--- config.mk ---
export PLATFORM = sky130hd
export DESIGN_NAME = shift_right_sequencer_flat
export DESIGN_NICKNAME = d
export VERILOG_FILES = /design/src/rtl/shift_right_sequencer_if.sv /design/src/rtl/shift_right_sequencer.sv /design/src/flat_wrapper.sv
export SDC_FILE = /design/constraint.sdc
export NUM_CORES = 1
export LEC_CHECK = 0
export CAP_MARGIN = 15
export CELL_PAD_IN_SITES_DETAIL_PLACEMENT = 1
export CELL_PAD_IN_SITES_GLOBAL_PLACEMENT = 1
export CORE_UTILIZATION = 35
export DETAILED_ROUTE_END_ITERATION = 6
export PLACE_DENSITY_LB_ADDON = 0.05
export SYNTH_ARGS = -nofsm -noshare
export SYNTH_HDL_FRONTEND = slang
export SYNTH_SLANG_ARGS = --single-unit
--- constraint.sdc ---
create_clock -name clk -period 2.73 [get_ports clk]
set_input_delay 0.819 -clock clk [delete_from_list [all_inputs] [get_ports clk]]
set_output_delay 0.819 -clock clk [all_outputs]
set_load 0.01 [all_outputs]
--- src/rtl/shift_right_sequencer_if.sv ---
// Request/result bundle for the shared right-shift sequencer.
// Two requesters (A, B) plus one result channel, all valid/ready.
interface shift_right_sequencer_if #(
    parameter int AMT_W = 3
);
    logic             a_valid;
    logic             a_ready;
    logic [3:0]       a_data;
    logic [AMT_W-1:0] a_amt;
    logic             b_valid;
    logic             b_ready;
    logic [3:0]       b_data;
    logic [AMT_W-1:0] b_amt;
    logic             res_valid;
    logic             res_ready;
    logic [3:0]       res_data;
    logic             res_id;

    modport slave (
        input  a_valid, a_data, a_amt,
        input  b_valid, b_data, b_amt,
        input  res_ready,
        output a_ready, b_ready,
        output res_valid, res_data, res_id
    );

    modport master (
        output a_valid, a_data, a_amt,
        output b_valid, b_data, b_amt,
        output res_ready,
        input  a_ready, b_ready,
        input  res_valid, res_data, res_id
    );
endinterface

--- src/rtl/shift_right_sequencer.sv ---
// Shares one 4-bit/0..3 right-shift unit between two requesters,
// splitting long shifts into passes of at most three positions.
module shift_right_sequencer #(
    parameter int AMT_W = 3
) (
    input  logic                         clk,
    input  logic                         rst,
    shift_right_sequencer_if.slave       bus,
    output logic                         busy
);

    typedef enum logic [1:0] {
        IDLE,
        SHIFT,
        DONE
    } state_t;

    state_t           state;
    state_t           state_nx;
    logic [3:0]       work;
    logic [AMT_W-1:0] rem;
    logic             id;
    logic             ptr;

    logic [1:0]       step;
    logic [3:0]       shifted;
    logic [AMT_W-1:0] rem_nx;
    logic             grant_a;
    logic             grant_b;
    logic             acc_a;
    logic             acc_b;

    // One pass through the shared shift unit, capped at three positions
    always_comb begin
        step    = (rem >= AMT_W'(3)) ? 2'd3 : rem[1:0];
        shifted = work >> step;
        rem_nx  = rem - AMT_W'(step);
    end

    // Arbitration and next-state; grants only exist while idle
    always_comb begin
        state_nx = state;
        grant_a  = 1'b0;
        grant_b  = 1'b0;
        unique case (state)
            IDLE: begin
                grant_a = !rst && (!bus.b_valid ||
                                   (bus.a_valid && !ptr));
                grant_b = !rst && bus.b_valid && !grant_a;
                if ((grant_a && bus.a_valid) || grant_b)
                    state_nx = SHIFT;
            end
            SHIFT: begin
                if (rem_nx == '0)
                    state_nx = DONE;
            end
            DONE: begin
                if (bus.res_ready)
                    state_nx = IDLE;
            end
            default: state_nx = IDLE;
        endcase
        acc_a = grant_a && bus.a_valid;
        acc_b = grant_b;
    end

    // State, working register, pass counter and round-robin pointer
    always_ff @(posedge clk) begin
        if (rst) begin
            state <= IDLE;
            work  <= '0;
            rem   <= '0;
            id    <= 1'b0;
            ptr   <= 1'b0;
        end else begin
            state <= state_nx;
            if (acc_a) begin
                work <= bus.a_data;
                rem  <= bus.a_amt;
                id   <= 1'b0;
                ptr  <= 1'b1;
            end else if (acc_b) begin
                work <= bus.b_data;
                rem  <= bus.b_amt;
                id   <= 1'b1;
                ptr  <= 1'b0;
            end else if (state == SHIFT) begin
                work <= shifted;
                rem  <= rem_nx;
            end
        end
    end

    // Result is held in registers for the whole DONE state
    always_comb begin
        bus.a_ready   = grant_a;
        bus.b_ready   = grant_b;
        bus.res_valid = (state == DONE);
        bus.res_data  = work;
        bus.res_id    = id;
        busy          = (state != IDLE);
    end

endmodule

--- src/flat_wrapper.sv ---
// flat-port wrapper written by rule: the top's interface ports become plain ports
module shift_right_sequencer_flat 
#(
    parameter int AMT_W = 3
)
  (clk, rst, busy, bus_a_valid, bus_a_data, bus_a_amt, bus_b_valid, bus_b_data, bus_b_amt, bus_res_ready, bus_a_ready, bus_b_ready, bus_res_valid, bus_res_data, bus_res_id);
  shift_right_sequencer_if #(.AMT_W(AMT_W)) bus_i ();
  input  logic clk;
  input  logic rst;
  output logic busy;
  input wire logic [$bits(bus_i.a_valid)-1:0] bus_a_valid;
  input wire logic [$bits(bus_i.a_data)-1:0] bus_a_data;
  input wire logic [$bits(bus_i.a_amt)-1:0] bus_a_amt;
  input wire logic [$bits(bus_i.b_valid)-1:0] bus_b_valid;
  input wire logic [$bits(bus_i.b_data)-1:0] bus_b_data;
  input wire logic [$bits(bus_i.b_amt)-1:0] bus_b_amt;
  input wire logic [$bits(bus_i.res_ready)-1:0] bus_res_ready;
  output wire logic [$bits(bus_i.a_ready)-1:0] bus_a_ready;
  output wire logic [$bits(bus_i.b_ready)-1:0] bus_b_ready;
  output wire logic [$bits(bus_i.res_valid)-1:0] bus_res_valid;
  output wire logic [$bits(bus_i.res_data)-1:0] bus_res_data;
  output wire logic [$bits(bus_i.res_id)-1:0] bus_res_id;
  assign bus_i.a_valid = bus_a_valid;
  assign bus_i.a_data = bus_a_data;
  assign bus_i.a_amt = bus_a_amt;
  assign bus_i.b_valid = bus_b_valid;
  assign bus_i.b_data = bus_b_data;
  assign bus_i.b_amt = bus_b_amt;
  assign bus_i.res_ready = bus_res_ready;
  assign bus_a_ready = bus_i.a_ready;
  assign bus_b_ready = bus_i.b_ready;
  assign bus_res_valid = bus_i.res_valid;
  assign bus_res_data = bus_i.res_data;
  assign bus_res_id = bus_i.res_id;
  shift_right_sequencer #(.AMT_W(AMT_W)) u_core (.clk(clk), .rst(rst), .bus(bus_i), .busy(busy));
endmodule
==> results.json <==
{
  "power.total_mw": 0.948,
  "setup_ws_ns": 0.0874,
  "drive_gt1_share_pct": 15.9,
  "hold_path.startpoint": "u_core.bus.res_id",
  "synth_edf_count": 0,
  "syn_avg_cell_area_sq_um": 8.58,
  "grt_overflow": 0,
  "ir_drop_mv": 0.560,
  "hold_end": "u_core.bus.res_id",
  "synth-seq-area-share_pct": 26.2,
  "p_comb_share_pct": 54.7,
  "num_antenna_cells": 0,
  "max_clock_freq_ghz": 0.378,
  "critPathMaxFanout": 3,
  "rr_endpoint": "u_core.state[0]",
  "start_util_pct": 37.6,
  "cp_slowest_cell": "clkdlybuf4s50_1",
  "critical_path.startpoint_type": "primary input",
  "rr_startpoint": "u_core.rem[2]",
  "slew_headroom_pct": 70.8,
  "cp.arrival_ns": 1.82,
  "drc": 0,
  "wire_per_inst_microns": 14.9,
  "clock_latency_ns": 0.28,
  "drtAntennaViolNets": 0,
  "numCtsBuffers": 3,
  "nFillCells": 277,
  "rsz0062_at_grt": "false",
  "path_cells": "clkdlybuf4s50_1 -> nand2b_1 -> nand3_2 -> inv_2 -> clkdlybuf4s15_1",
  "synth_top_area_share_pct": 26.2,
  "dieArea_sq_um": 2600,
  "nNetsFinal": 153,
  "crit_type": "primary input to primary output",
  "syn_inst": 98,
  "power.internal_mw": 0.560,
  "crit_path_max_incr_delay_ns": 0.42,
  "fp.dieW_microns": 51.0,
  "final_area_sq_um": 1190,
  "yosysWarnings": 0,
  "p_leak_nw": 0.447,
  "grt_max_degree": 19,
  "vias": 876,
  "finalMaxSlewViolations": 0,
  "tns_ns": 0,
  "antenna_found_initial": 0,
  "rows": 17,
  "core_area_sq_um": 2230,
  "period_minus_slack_ns": 2.64,
  "regArea_sq_um": 220,
  "reg2reg_depth": 5,
  "dp_hpwl_mm": 1.82,
  "grt_pass1_vias": 817,
  "power_density_nw_per_um2": 795,
  "synth.area.top_cells": "dfxtp_1 26%, nand2b_1 8.2%, mux2i_1 7.1%",
  "cts_buffer_depth": 2,
  "pre_cts_ws_ns": -0.378,
  "synth_top_area_cell": "dfxtp_1",
  "viasPerCell": 5.48,
  "grt_first_pass_wirelength_mm": 3.79,
  "ys_top_cells_by_count": "11 x dfxtp_1, 11 x nand2b_1, 8 x a21oi_1, 7 x nand3b_1, 7 x nor2_1",
  "max_cap_viol_count": 0,
  "p_seq_share_pct": 32.7,
  "cts_tree": "built",
  "final_cells": 160,
  "worstHoldPathType": "register to register",
  "wl_mm": 2.39,
  "cp.required_ns": 1.91,
  "htree_levels": 1,
  "cts_root_buf": "clkbuf_4",
  "status": "finished clean",
  "hold_depth": 2,
  "skew_ns": 0.00230,
  "drt_iter0_drc": 20,
  "syn2layout_area_growth_pct": 41.8,
  "netlist_area_sq_um": 841,
  "dr.pass1.iters": 4,
  "dieHeight_microns": 51.0,
  "portBuffers": 27,
  "grt_usage_pct": 20.0,
  "tightest_slew_ns": 0.437,
  "r2r_slack_ns": 1.04,
  "cts_num_sinks": 11,
  "ys_seq_elements": 11,
  "setup_viol": 0,
  "switching_share_pct": 41.0,
  "fin_crit_sh_pct": 96.8,
  "synth_cell_type_count": 39,
  "async_flop_share_pct": 0,
  "cts.clk_slew.worst_paths_ns": 0.08,
  "syn-num-nets": 118,
  "ys.flop_type": "dfxtp_1",
  "boundaryPins": 28,
  "power_switching_mw": 0.389,
  "dpl.cell_count": 155,
  "endpoint_kind": "primary output",
  "gp_congestion": 0.799,
  "p_clk_share_pct": 12.7,
  "multi_input_area_sq_um": 561,
  "postPlaceCellArea_sq_um": 1160,
  "hold_viol_final": 0
}
[power groups by stage]
| stage | Clock (mW) | Sequential (mW) | Combinational (mW) |
|---|---|---|---|
| floorplan | 0 | 0.259 | 0.365 |
| global placement | 0 | 0.309 | 0.514 |
| detailed placement | 0 | 0.312 | 0.525 |
| CTS | 0.126 | 0.308 | 0.522 |
| global route | 0.130 | 0.322 | 0.571 |
| finish | 0.120 | 0.310 | 0.518 |
[state kept, by name, indices dropped and copies added, names as in the netlist]
signal and flops:
u_core.rem 3, u_core.bus.res_data 4, u_core.state 2, u_core.ptr 1
u_core.bus.res_id 1
[critical path: cells and delay by family]
family	cells	cell delay (ns)
buf+inv	3	0.74
simple gates	2	0.27
[worst max path at each step]
stage,start,endpoint,slack (ns),depth (start not counted)
2_1_floorplan,rst,bus_a_ready,0.38,3
4_1_cts,bus_a_valid,bus_b_ready,0.05,5
6_report,bus_a_valid,bus_b_ready,0.09,5
5_1_grt,bus_a_valid,bus_b_ready,0.02,5
3_3_place_gp,rst,bus_b_ready,-0.36,5
3_5_place_dp,rst,bus_b_ready,-0.38,5
[per-stage QoR]
stage                     util [%]  hold WS (ns)
after global routing          53.4         0.517
after floorplan                  -         0.486
after CTS                     53.2         0.475
after global placement        52.2         0.452
final                         53.4         0.474
after detailed placement      52.2         0.462
[placed cells by master (no fill, tap or decap), drive strengths merged, types with 2 or more instances in the layout]
cell type      instances
nand3                  3
nand3b                 7
nor3                   2
a21oi                  8
nand2b                11
a32o                   2
nor2b                  2
nor2                   7
inv                    3
a21boi                 2
o221ai                 4
buf                   10
nor4b                  2
clkdlybuf4s50         24
mux2i                  6
clkbuf                 5
nand2                  3
or2                    2
dfxtp                 11
[layout make-up]
class / instances / share of cell area, %
clock buffers: 4 / 2.20
inverters: 3 / 0.944
multi-input cells: 77 / 47.0
flip-flops and latches: 11 / 18.5
well taps: 28 / 2.94
repair buffers: 37 / 28.4
[what timing repair did]
item	CTS	global route
endpoints found under the setup margin	2	2
resized for setup	3	4
hold buffers	0	0
pin swaps	1	1
buffers inserted	0	1
[metal layers]
layer | up-vias | GRT usage (%) | share of wire (%)
li1 | 438 | - | -
met1 | 405 | 25.4 | 47
met2 | 27 | 32.0 | 47
met3 | 6 | 3.87 | 4.6
met4 | 0 | 9.72 | 1.8
met5 | - | 0 | 0
[cells by family (layout without fill, tap and decap cells)]
family	Yosys count	after routing	share of synthesized area, %
AO/OA/AOI/OAI	26	26	24.0
XOR/XNOR	1	1	1.04
adder cells (fa/ha/maj)	1	1	1.49
buffers and inverters	10	44	7.14
flip-flops	11	11	26.2
multiplexers	6	6	7.14
AND/OR/NAND/NOR	43	43	33.0
No activity file was read; power rests on OpenSTA's default activity.
